[src/rtl/uart_rx_os_if.sv]
// Receive-side handshake bundle: word, valid/ready and per-word status flags.
interface uart_rx_os_if #(
    parameter int unsigned DATA_BITS = 8
);
    logic [DATA_BITS-1:0] rx_data;
    logic                 rx_valid;
    logic                 rx_ready;
    logic                 parity_err;
    logic                 frame_err;
    logic                 overrun;
    logic                 break_det;

    modport master (
        output rx_data, rx_valid, parity_err, frame_err, overrun, break_det,
        input  rx_ready
    );

    modport slave (
        input  rx_data, rx_valid, parity_err, frame_err, overrun, break_det,
        output rx_ready
    );
endinterface

[src/rtl/uart_rx_os.sv]
// 16x oversampled UART receiver, majority-vote sampling, valid/ready output with error flags.
// Optional break detection is built when UART_RX_BREAK_DETECT_EN is defined.
module uart_rx_os #(
    parameter int unsigned SOURCE_FREQ = 12_000_000,
    parameter int unsigned BAUD        = 115_200,
    parameter int unsigned ACC_WIDTH   = 16,
    parameter int unsigned DATA_BITS   = 8,
    parameter int unsigned PARITY      = 0,
    parameter int unsigned STOP_BITS   = 1
) (
    input  logic         sourceClk,
    input  logic         reset,
    input  logic         rx_in,
    uart_rx_os_if.master rx_if
);

    localparam longint unsigned IncL =
        (((64'(16) * 64'(BAUD)) << ACC_WIDTH) + 64'(SOURCE_FREQ / 2)) / 64'(SOURCE_FREQ);
    localparam logic [ACC_WIDTH:0] Inc     = (ACC_WIDTH + 1)'(IncL);
    localparam logic [3:0]         BitsTop = 4'(DATA_BITS - 1);
    localparam logic [3:0]         StopTop = 4'(STOP_BITS - 1);

    typedef enum logic [2:0] {StIdle, StStart, StData, StParity, StStop, StDeliver} state_e;

    state_e               state_q, state_d;
    logic                 rx_meta_q, rx_sync_q, rx_hist_q;
    logic [ACC_WIDTH:0]   acc_q, acc_d;
    logic [3:0]           tick_cnt_q, tick_cnt_d;
    logic [1:0]           samp_q, samp_d;
    logic [3:0]           bit_cnt_q, bit_cnt_d;
    logic [DATA_BITS-1:0] shift_q, shift_d;
    logic                 par_err_q, par_err_d;
    logic                 frm_err_q, frm_err_d;
    logic [DATA_BITS-1:0] data_out_q, data_out_d;
    logic                 valid_q, valid_d;
    logic                 perr_out_q, perr_out_d;
    logic                 ferr_out_q, ferr_out_d;
    logic                 overrun_q, overrun_d;
    logic                 tick, fall, vote;

`ifdef UART_RX_BREAK_DETECT_EN
    localparam logic [3:0] AllLow = 4'(DATA_BITS + ((PARITY != 0) ? 1 : 0) + STOP_BITS);
    logic [3:0] low_cnt_q, low_cnt_d;
    logic       brk_q, brk_d;
`endif

    assign tick = acc_q[ACC_WIDTH];
    assign fall = rx_hist_q & ~rx_sync_q;
    // Third vote is the live synced value at tick 9.
    assign vote = (samp_q[0] & samp_q[1]) | (samp_q[0] & rx_sync_q) | (samp_q[1] & rx_sync_q);

    always_comb begin
        state_d    = state_q;
        acc_d      = {1'b0, acc_q[ACC_WIDTH-1:0]} + Inc;
        tick_cnt_d = tick ? tick_cnt_q + 4'd1 : tick_cnt_q;
        samp_d     = samp_q;
        bit_cnt_d  = bit_cnt_q;
        shift_d    = shift_q;
        par_err_d  = par_err_q;
        frm_err_d  = frm_err_q;
        data_out_d = data_out_q;
        valid_d    = valid_q & ~rx_if.rx_ready;
        perr_out_d = perr_out_q;
        ferr_out_d = ferr_out_q;
        overrun_d  = 1'b0;
`ifdef UART_RX_BREAK_DETECT_EN
        low_cnt_d  = low_cnt_q;
        brk_d      = brk_q & ~rx_sync_q;
        if (tick && tick_cnt_q == 4'd9 &&
            (state_q == StData || state_q == StParity || state_q == StStop)) begin
            low_cnt_d = vote ? 4'd0 : low_cnt_q + 4'd1;
        end
`endif

        if (tick && tick_cnt_q == 4'd7) samp_d[0] = rx_sync_q;
        if (tick && tick_cnt_q == 4'd8) samp_d[1] = rx_sync_q;

        unique case (state_q)
            StIdle: begin
                if (fall) begin
                    state_d    = StStart;
                    acc_d      = '0;
                    tick_cnt_d = '0;
                    par_err_d  = 1'b0;
                    frm_err_d  = 1'b0;
`ifdef UART_RX_BREAK_DETECT_EN
                    low_cnt_d  = '0;
`endif
                end
            end
            StStart: begin
                if (tick && tick_cnt_q == 4'd8 && rx_sync_q) begin
                    state_d = StIdle;
                end else if (tick && tick_cnt_q == 4'd15) begin
                    state_d   = StData;
                    bit_cnt_d = BitsTop;
                end
            end
            StData: begin
                if (tick && tick_cnt_q == 4'd9) shift_d = {vote, shift_q[DATA_BITS-1:1]};
                if (tick && tick_cnt_q == 4'd15) begin
                    if (bit_cnt_q != 4'd0) begin
                        bit_cnt_d = bit_cnt_q - 4'd1;
                    end else if (PARITY != 0) begin
                        state_d = StParity;
                    end else begin
                        state_d   = StStop;
                        bit_cnt_d = StopTop;
                    end
                end
            end
            StParity: begin
                if (tick && tick_cnt_q == 4'd9) par_err_d = ((^shift_q) ^ vote) != (PARITY == 2);
                if (tick && tick_cnt_q == 4'd15) begin
                    state_d   = StStop;
                    bit_cnt_d = StopTop;
                end
            end
            StStop: begin
                // Hand off at the last stop sample so a fast next start edge is not missed.
                if (tick && tick_cnt_q == 4'd9) begin
                    if (!vote) frm_err_d = 1'b1;
                    if (bit_cnt_q == 4'd0) state_d = StDeliver;
                end
                if (tick && tick_cnt_q == 4'd15) bit_cnt_d = bit_cnt_q - 4'd1;
            end
            StDeliver: begin
                state_d = StIdle;
`ifdef UART_RX_BREAK_DETECT_EN
                if (low_cnt_q == AllLow) begin
                    brk_d = 1'b1;
                end else
`endif
                if (!valid_q || rx_if.rx_ready) begin
                    data_out_d = shift_q;
                    perr_out_d = par_err_q;
                    ferr_out_d = frm_err_q;
                    valid_d    = 1'b1;
                end else begin
                    overrun_d = 1'b1;
                end
            end
            default: state_d = StIdle;
        endcase
    end

    always_ff @(posedge sourceClk) begin
        if (!reset) begin
            state_q    <= StIdle;
            rx_meta_q  <= 1'b1;
            rx_sync_q  <= 1'b1;
            rx_hist_q  <= 1'b1;
            acc_q      <= '0;
            tick_cnt_q <= '0;
            samp_q     <= '0;
            bit_cnt_q  <= '0;
            shift_q    <= '0;
            par_err_q  <= 1'b0;
            frm_err_q  <= 1'b0;
            data_out_q <= '0;
            valid_q    <= 1'b0;
            perr_out_q <= 1'b0;
            ferr_out_q <= 1'b0;
            overrun_q  <= 1'b0;
`ifdef UART_RX_BREAK_DETECT_EN
            low_cnt_q  <= '0;
            brk_q      <= 1'b0;
`endif
        end else begin
            state_q    <= state_d;
            rx_meta_q  <= rx_in;
            rx_sync_q  <= rx_meta_q;
            rx_hist_q  <= rx_sync_q;
            acc_q      <= acc_d;
            tick_cnt_q <= tick_cnt_d;
            samp_q     <= samp_d;
            bit_cnt_q  <= bit_cnt_d;
            shift_q    <= shift_d;
            par_err_q  <= par_err_d;
            frm_err_q  <= frm_err_d;
            data_out_q <= data_out_d;
            valid_q    <= valid_d;
            perr_out_q <= perr_out_d;
            ferr_out_q <= ferr_out_d;
            overrun_q  <= overrun_d;
`ifdef UART_RX_BREAK_DETECT_EN
            low_cnt_q  <= low_cnt_d;
            brk_q      <= brk_d;
`endif
        end
    end

    assign rx_if.rx_data    = data_out_q;
    assign rx_if.rx_valid   = valid_q;
    assign rx_if.parity_err = perr_out_q;
    assign rx_if.frame_err  = ferr_out_q;
    assign rx_if.overrun    = overrun_q;
`ifdef UART_RX_BREAK_DETECT_EN
    assign rx_if.break_det  = brk_q;
`else
    assign rx_if.break_det  = 1'b0;
`endif

endmodule

[src/flat_wrapper.sv]
// flat-port wrapper written by rule: the top's interface ports become plain ports
module uart_rx_os_flat 
#(
    parameter int unsigned SOURCE_FREQ = 12_000_000,
    parameter int unsigned BAUD        = 115_200,
    parameter int unsigned ACC_WIDTH   = 16,
    parameter int unsigned DATA_BITS   = 8,
    parameter int unsigned PARITY      = 0,
    parameter int unsigned STOP_BITS   = 1
)
  (sourceClk, reset, rx_in, rx_if_rx_data, rx_if_rx_valid, rx_if_parity_err, rx_if_frame_err, rx_if_overrun, rx_if_break_det, rx_if_rx_ready);
  uart_rx_os_if #(.DATA_BITS(DATA_BITS)) rx_if_i ();
  input  logic sourceClk;
  input  logic reset;
  input  logic rx_in;
  output wire logic [$bits(rx_if_i.rx_data)-1:0] rx_if_rx_data;
  output wire logic [$bits(rx_if_i.rx_valid)-1:0] rx_if_rx_valid;
  output wire logic [$bits(rx_if_i.parity_err)-1:0] rx_if_parity_err;
  output wire logic [$bits(rx_if_i.frame_err)-1:0] rx_if_frame_err;
  output wire logic [$bits(rx_if_i.overrun)-1:0] rx_if_overrun;
  output wire logic [$bits(rx_if_i.break_det)-1:0] rx_if_break_det;
  input wire logic [$bits(rx_if_i.rx_ready)-1:0] rx_if_rx_ready;
  assign rx_if_rx_data = rx_if_i.rx_data;
  assign rx_if_rx_valid = rx_if_i.rx_valid;
  assign rx_if_parity_err = rx_if_i.parity_err;
  assign rx_if_frame_err = rx_if_i.frame_err;
  assign rx_if_overrun = rx_if_i.overrun;
  assign rx_if_break_det = rx_if_i.break_det;
  assign rx_if_i.rx_ready = rx_if_rx_ready;
  uart_rx_os #(.SOURCE_FREQ(SOURCE_FREQ), .BAUD(BAUD), .ACC_WIDTH(ACC_WIDTH), .DATA_BITS(DATA_BITS), .PARITY(PARITY), .STOP_BITS(STOP_BITS)) u_core (.sourceClk(sourceClk), .reset(reset), .rx_in(rx_in), .rx_if(rx_if_i));
endmodule
[config.mk]
export PLATFORM = sky130hd
export DESIGN_NAME = uart_rx_os_flat
export DESIGN_NICKNAME = d
export VERILOG_FILES = /design/src/rtl/uart_rx_os_if.sv /design/src/rtl/uart_rx_os.sv /design/src/flat_wrapper.sv
export SDC_FILE = /design/constraint.sdc
export NUM_CORES = 1
export LEC_CHECK = 0
export ABC_AREA = 0
export ABC_CLOCK_PERIOD_IN_PS = 1800
export CORE_ASPECT_RATIO = 0.9
export CORE_UTILIZATION = 52
export DETAILED_ROUTE_END_ITERATION = 6
export PLACE_DENSITY = 0.75
export SYNTH_ARGS = -nofsm -noshare
export SYNTH_HDL_FRONTEND = slang
export SYNTH_SLANG_ARGS = --single-unit
[constraint.sdc]
create_clock -name sourceClk -period 1.8 [get_ports sourceClk]
set_input_delay 0.36 -clock sourceClk [delete_from_list [all_inputs] [get_ports sourceClk]]
set_output_delay 0.36 -clock sourceClk [all_outputs]
set_load 0.03 [all_outputs]
Word level (Yosys, flattened, before mapping)
Cells that the tools add are included.

Bits in registers: 55. Input bits: 4. Output and inout bits: 13.

Add/subtract/negate cells: 3. Equality and inequality tests: 21. Multiplexer cells: 30. Bitwise logic cells: 10. Reductions and logical operators: 21.

Operator list (number): $mux 4 (9); $mux 17 (2); $mux 3 (8); $add 16x14->17 const B (1); $ne 2x1->1 const B (8); $pmux 4 s4 (1); $pmux 3 s5 (1); $eq 4x4->1 const B (3); $reduce_bool 4->1 (2); $reduce_xor 8->1 (1); $mux 1 (7); $reduce_and 7->1 (1); $eq 3x2->1 const B (2); $eq 3x3->1 const B (2); $ne 2x2->1 const B (3); $reduce_and 2->1 (3); $reduce_and 6->1 (1); $and 1x1->1 (5); $logic_and 1x1->1 (5); $add 4x1->4 const B (1); $eq 4x3->1 const B (1); $logic_not 4->1 (1); $pmux 1 s2 (2); $reduce_and 4->1 (1); 11 further kinds (14).

Depth between registers and ports, before layout
Gate-level depths: netlist of the first run.

Depth in word-level cells: 6. Depth in mapped cells: 7. Gate-level depth less buffers: 7.

Worst setup path after synthesis of the first run
No wires, ideal clock.

Path type: flip-flop to flip-flop. Start point: register u_core.bit_cnt_q[0]. End point: register u_core.bit_cnt_q[2]. Setup time: 117 ps. Arrival time: 1641 ps. Path slack: 41 ps. Cell stages (with the launch flop): 8. Period minus slack after synthesis: 1759 ps. Cells stage by stage: dfxtp_1 inv_1 ha_1 or3b_2 a21oi_1 or2_2 o21ai_0 a32o_1.

Cells in the longest elaborated chain, start to end: 4. Elaborated cells between the ends (all ways): 6. Classes of those cells: add/sub: 1; mux: 4; reduce/logical: 1.

RTL lines: from (decl) (RTL line uart_rx_os.sv:30) `logic [3:0] bit_cnt_q, bit_cnt_d;`; from (signal assigned) (RTL line uart_rx_os.sv:177) `bit_cnt_q <= bit_cnt_d;`; $sub 4x1->4 / $reduce_bool 4->1 (equally long branches) (RTL line uart_rx_os.sv:103, uart_rx_os.sv:125, uart_rx_os.sv:102); $mux 4 (RTL line uart_rx_os.sv:102) `if (bit_cnt_q != 4'd0) begin`; $mux 4 (RTL line uart_rx_os.sv:101) `if (tick && tick_cnt_q == 4'd15) begin`; $pmux 4 s4 (*) (RTL line uart_rx_os.sv:78) `unique case (state_q)`.

Every way passes the cells marked *; elsewhere a longest branch is shown, timed or not. The select of a mux whose other input is x is not followed. A chain may end at the register's enable or synchronous reset.

Worst setup path in the final report of the first run
Start point: register u_core.acc_q[2]. End point: register u_core.acc_q[15].

Cells in the longest elaborated chain, start to end: 3.

RTL lines: from (decl) (RTL line uart_rx_os.sv:27) `logic [ACC_WIDTH:0] acc_q, acc_d;`; from (signal assigned) (RTL line uart_rx_os.sv:153) `acc_q <= '0;`; from (signal assigned) (RTL line uart_rx_os.sv:174) `acc_q <= acc_d;`; $add 16x14->17 (*) (RTL line uart_rx_os.sv:54) `acc_d = {1'b0, acc_q[ACC_WIDTH-1:0]} + Inc;`; $mux 17 (RTL line uart_rx_os.sv:80) `if (fall) begin`; $mux 17 (*) (RTL line uart_rx_os.sv:78).

Every way passes the cells marked *; elsewhere a longest branch is shown, timed or not.

==> key figures, run 1 <==
Floorplan
  • Vert. Die Dim: 67.65 um
  • # IOs: 17
  • Chip width: 74.94 um
  • Core area: 4518 um^2
  • Initial core utilization: 55.11%
  • Standard-cell rows: 23
  • Die area: 5069 um^2

Global routing
  • First-pass GRT wire length: 7.155 mm
  • Largest net degree at the start of global routing: 37
  • Initial antenna violation count: 0
  • Gr usage total: 18.77%
  • Number of global-route vias before repair: 1646
  • Overflow after GRT: 0

Drt
  • Avg WL per Cell: 12.73 um
  • DR vias: 1824
  • DRC errors left: 0
  • Final ANT Viol Nets: 0
  • Initial DRC Count: 89
  • Drt pass-1 iters: 4
  • Final wirelength: 4.493 mm
  • Avg Vias per Cell: 5.167

Synthesis
  • Synth area leaders: dfxtp_1, mux2i_1, nor2b_1
  • Largest area contributor in the netlist: dfxtp_1
  • Synth Flop Type: dfxtp_1
  • #FFs+latches synth: 54
  • Ys Warns: 0
  • EDFF count, synth: 0
  • Post-synth design cell area: 2490 um^2
  • Ys async rst share: 0%
  • Post-synth top area share: 43.42%
  • Register area share after synthesis: 43.42%
  • Syn avg cell area: 9.540 um^2
  • Syn Nets: 271
  • Post-Synthesis Cells: 261
  • Netlist cell types: 47

Run status
  • Status: finished, final reports clean

STA
  • Final max-slew violation count: 0
  • Fin Hold WS: 422.4 ps
  • RSZ-0062 raised after global routing: false
  • Worst clock skew: 9.586 ps
  • Crit share post-route: 94.71%
  • Final Hold Vio Count: 0
  • Peak Freq: 0.5866 GHz
  • Min cycle time layout: 1705 ps
  • Final Setup Violations: 0

Setup path
  • Worst Path Required: 2060 ps
  • Crit. End Element: flop
  • Worst Setup Path Type: flop to flop
  • Crit path DAT: 1960 ps
  • Crit Path Max Fanout: 3
  • Startpoint types: flop

Place
  • Port Buf Inserts: 15
  • Placed instance count: 343
  • Final GP Congestion: 0.8166
  • Final HPWL DP: 3.163 mm

Finish
  • Fin cells: 353
  • Fillers: 382
  • Area occupied by multi-input gates: 1344 um^2
  • Commonest non-fill, non-tap cell in the layout: dfxtp_1
  • Fin nets: 300
  • Util after Layout: 65.27%
  • Antenna Cells: 0
  • Commonest cells after routing, fill and taps aside: dfxtp_1, nor2b_1, nor2_1
  • Area Overhead vs Synth: 18.44%
  • Reg area: 1082 um^2
  • Share of cells above drive strength 1: 15.46%

CTS
  • CTS max path bufs: 2
  • CTS H-tree lvls: 2
  • Cts bufs inserted: 5
  • Reg clk slew, reported paths: 100 ps
  • Hold Buf Count CTS: 0
  • Root Driver: clkbuf_8
  • Clock latency on the worst-skew pair: 310 ps
  • TritonCTS clock tree: built
  • Clock sinks: 54

Flow run
  • Max-cap viol count: 0

Power
  • Lkg Pwr: 1.074 nW
  • Total chip power: 0.002948 W
  • VDD IR-drop max: 0.6327 mV
  • Pwr dens: 999.7 nW/um^2

Min path
  • Min-Delay Path Class: flop to flop
==> metal layers <==
metal,vias to the layer above,track usage [%],part of all wire [%],routed length (um)
li1,956,-,-,-
met1,842,23.97,50,2263
met2,24,30.74,46,2053
met3,2,4.030,3.2,146
met4,0,7.547,0.65,29
met5,-,0,0,0
==> cells in the mapped netlist, drive strengths merged, types with 2 or more instances <==
| cell | number |
|---|---|
| a211oi | 3 |
| a21boi | 2 |
| a21o | 4 |
| a21oi | 11 |
| a32o | 2 |
| and2 | 3 |
| buf | 5 |
| clkbuf | 7 |
| dfxtp | 54 |
| ha | 6 |
| inv | 9 |
| mux2i | 20 |
| nand2 | 13 |
| nand2b | 4 |
| nand3 | 2 |
| nand4 | 3 |
| nand4b | 3 |
| nor2 | 24 |
| nor2b | 25 |
| nor3 | 8 |
| nor4 | 3 |
| o21a | 4 |
| o21ai | 9 |
| or3 | 3 |
| xnor2 | 16 |
| xor2 | 3 |
==> path summary, 6_finish.rpt <==
path	slack, ps	cells after the start	from	to
worst max register to register	100	6	u_core.acc_q[2]	u_core.acc_q[15]
worst min register to register	420	1	u_core.rx_meta_q	u_core.rx_sync_q
worst max-delay path	100	6	u_core.acc_q[2]	u_core.acc_q[15]
worst min-delay path	420	1	u_core.rx_meta_q	u_core.rx_sync_q
==> worst max-delay path: stages (launching register included) <==
cell	delay, ps
dfxtp_1	370
ha_1	190
a21o_1	170
a21o_1	140
a211oi_1	100
or4b_2	620
nand2_1	80
==> metrics by stage <==
stage	TNS [ps]	area (um^2)	worst slack, ps
floorplan	0	2490	41.33
global placement	0	2814	35.88
detailed placement	-59.87	2814	-59.87
CTS	0	2913	16.85
global route	0	2949	9.020
finish	0	2949	95.16
==> power by group <==
group          switching [W]  internal [W]
clock               0.000409      0.000281
sequential          0.000151       0.00131
combinational       0.000404      0.000392
==> flip-flops by register name, indices dropped and copies added (netlist names), 2 cells and up <==
register / count
u_core.samp_q: 2
u_core.bit_cnt_q: 4
u_core.tick_cnt_q: 4
u_core.shift_q: 8
u_core.rx_if.rx_data: 8
u_core.state_q: 3
u_core.acc_q: 16
==> timing repair <==
item	CTS	global route
pin swaps	0	3
gates cloned	0	0
setup endpoints to repair	1	7
gates resized for setup	2	7
buffers inserted	0	2
==> kinds of logic (layout without fill, tap and decap cells) <==
group           Yosys count  after routing  share of synthesized area (%)
simple gates             96             96                          22.06
buf+inv                  21             51                          3.618
xor+xnor                 19             19                          6.683
mux                      20             20                          8.040
flops                    54             54                          43.42
other cells               1              1                         0.1506
compound gates           43             43                          12.61
fa+ha+maj                 7              7                          3.417
==> cell type report <==
class	count	share of cell area, %
clock buffer	5	2.333
clock inverter	3	0.8485
inverter	9	1.146
multi-input combinational	186	45.57
sequential	54	36.70
tap	62	2.630
timing repair buffer	34	10.78
Note: power is estimated with default switching activity, not from simulation.
==> run 2: changes to the inputs <==
Settings changed: CORE_UTILIZATION 52 to 30, PLACE_DENSITY 0.75 to unset.
==> key figures, run 2 (synthesis gave the netlist of run 1 again) <==
Setup path
  • Startpoint types: flop
  • Worst Path Required: 2060 ps (about the same)
  • CP Buf/Inv Count: 0 (unchanged)
  • Crit. End Element: flop
  • CP cell instances: ha_2, a21o_1, a21o_1, a211oi_1, or4b_2, nand2_1
  • CP dominant cell by count: a21o_1
  • Crit Path Max Fanout: 3 (unchanged)
  • Worst path top cell family by delay: simple AND/OR/NAND/NOR gates
  • Slowest Stage Delay on Critical Path: 610 ps (about the same)
  • Slowest-stage cell, CP: or4b_2
  • Worst Setup Path Type: flop to flop
  • Crit path DAT: 1960 ps (about the same)

Drt
  • Initial DRC Count: 65 (-27%)
  • Final wirelength: 4.536 mm (+0.96%)
  • Avg WL per Cell: 11.57 um (-9.1%)
  • Drt pass-1 iters: 7 (+3)
  • DR vias: 1840 (+0.88%)
  • Final ANT Viol Nets: 0 (unchanged)
  • Avg Vias per Cell: 4.694 (-9.2%)
  • DRC errors left: 2 (+2)

CTS
  • Root Driver: clkbuf_8
  • Cts bufs inserted: 5 (unchanged)
  • Clock latency on the worst-skew pair: 310 ps (about the same)
  • TritonCTS clock tree: built
  • CTS max path bufs: 2 (unchanged)
  • Reg clk slew, reported paths: 100 ps (about the same)
  • Clock sinks: 54 (unchanged)
  • CTS H-tree lvls: 2 (unchanged)

Power
  • Switching power: 0.0009762 W (+1.3%)
  • Comb power frac: 27.4% (+0.4 points)
  • Pwr dens: 1033 nW/um^2 (+3.3%)
  • VDD IR-drop max: 0.3216 mV (-49%)
  • Switching Share: 31.09% (-1.6 points)
  • Flop pwr share: 46.6% (-3.0 points)
  • Clock power share: 26.0% (+2.6 points)
  • P_int: 0.002164 W (+9.0%)
  • Lkg Pwr: 1.089 nW (+1.4%)
  • Total chip power: 0.003140 W (+6.5%)

STA
  • Final Hold Vio Count: 0 (unchanged)
  • Worst clock skew: 5.568 ps (-4.018 ps)
  • Peak Freq: 0.5891 GHz (+0.43%)
  • Crit share post-route: 94.31% (-0.40 points)
  • Final Setup Violations: 0 (unchanged)
  • Final max-slew violation count: 0 (unchanged)
  • Fin Hold WS: 425.8 ps (+3.362 ps)
  • Min cycle time layout: 1698 ps (-7.258 ps)

Finish
  • Fin nets: 302 (+0.67%)
  • Largest register by flop count: u_core.acc_q
  • Antenna Cells: 0 (unchanged)
  • Max reg flops: 16 (unchanged)
  • Fillers: 809 (+110%)
  • Commonest non-fill, non-tap cell in the layout: dfxtp_1
  • Area Overhead vs Synth: 22.06%
  • Commonest cells after routing, fill and taps aside: dfxtp_1, nor2b_1, nor2_1
  • Share of cells above drive strength 1: 16.38% (+0.92 points)

Floorplan
  • Chip width: 98.03 um (+31%)
  • Standard-cell rows: 31 (+35%)
  • Core area: 8029 um^2 (+78%)
  • Initial core utilization: 31.01% (-24 points)
  • # IOs: 17 (unchanged)
  • Vert. Die Dim: 88.43 um (+31%)
  • Die area: 8668 um^2 (+71%)

Global routing
  • Met2 Use GR: 17.86% (-13 points)
  • Met1 Track Usage GR: 15.15% (-8.8 points)
  • Overflow after GRT: 0 (unchanged)
  • Initial antenna violation count: 0 (unchanged)
  • GR met3 Demand/Resource: 3.318% (-0.71 points)
  • Gr usage total: 11.29% (-7.5 points)
  • Number of global-route vias before repair: 1766 (+7.3%)
  • Largest net degree at the start of global routing: 37 (unchanged)
  • First-pass GRT wire length: 7.886 mm (+10%)
  • Global route hottest layer: met2

Place
  • Final GP Congestion: 0.7588 (-7.1%)
  • Port Buf Inserts: 15 (unchanged)
  • Final HPWL DP: 3.153 mm (-0.33%)

Flow run
  • Max-cap viol count: 0 (unchanged)

Run status
  • Status: finished with violations
  • Failing checks: DRC

Min path
  • Min-Delay Path Class: flop to flop
[run 2: cell count changes in the layout (fill, tap and decap cells not counted), sizes merged]
cell | previous run | this run
clkinv | 1 | 0
buf | 19 | 21
bufinv | 0 | 1
inv | 10 | 9
clkbuf | 5 | 6
[run 2: worst paths after layout]
| path | slack [ps] | endpoint | cells after the start | from |
|---|---|---|---|---|
| max | 100 | u_core.acc_q[15] | 6 | u_core.acc_q[2] |
| min | 430 | u_core.rx_sync_q | 1 | u_core.rx_meta_q |
| max reg2reg | 100 | u_core.acc_q[15] | 6 | u_core.acc_q[2] |
| min reg2reg | 430 | u_core.rx_sync_q | 1 | u_core.rx_meta_q |
[run 2: power groups by stage]
stage | clock, W | sequential [W] | combinational (W)
floorplan | 0 | 0.00142 | 0.000627
global route | 0.000913 | 0.00149 | 0.000955
finish | 0.000818 | 0.00146 | 0.000861
detailed placement | 0 | 0.00148 | 0.000798
CTS | 0.000849 | 0.00146 | 0.000806
global placement | 0 | 0.00148 | 0.000793
[run 2: what timing repair did]
| item | in CTS | in global routing |
|---|---|---|
| setup buffers | 0 | 1 |
| setup endpoints to repair | 0 | 10 |
| hold buffers | 0 | 0 |
| resized for setup | 0 | 11 |
[run 2: through the flow]
step / setup slack [ps] / setup TNS (ps) / cell area (um^2) / utilization (%) / instances
floorplan: 41.33 / 0 / 2490 / - / 261
global placement: 36.65 / 0 / 2883 / 35.90 / 383
detailed placement: 17.97 / 0 / 2883 / 35.90 / 383
CTS: 6.513 / 0 / 2993 / 37.28 / 391
global route: -17.17 / -28.66 / 3039 / 37.85 / 392
finish: 102.4 / 0 / 3039 / 37.85 / 392
[run 2: final cells by class]
class | count | area (um^2) | area share, %
Inverter | 9 | 33.78 | 1.112
Sequential cell | 54 | 1082 | 35.61
Clock buffer | 6 | 72.57 | 2.388
Tap cell | 99 | 123.9 | 4.076
Clock inverter | 2 | 37.54 | 1.235
Timing Repair Buffer | 36 | 332.8 | 10.95
Multi-Input combinational cell | 186 | 1356 | 44.63
[run 2: metal layers]
layer | share of wire, % | up-vias
met1 | 52 | 848
met4 | 0.73 | 0
li1 | - | 957
met3 | 4.3 | 2
met2 | 43 | 33
met5 | 0 | -
[run 2: worst register-to-register path, delay by kind of cell (launching register included)]
kind	cells	cell delay, ps
fa+ha+maj	1	200
simple gates	2	690
compound gates	3	390
flops	1	370
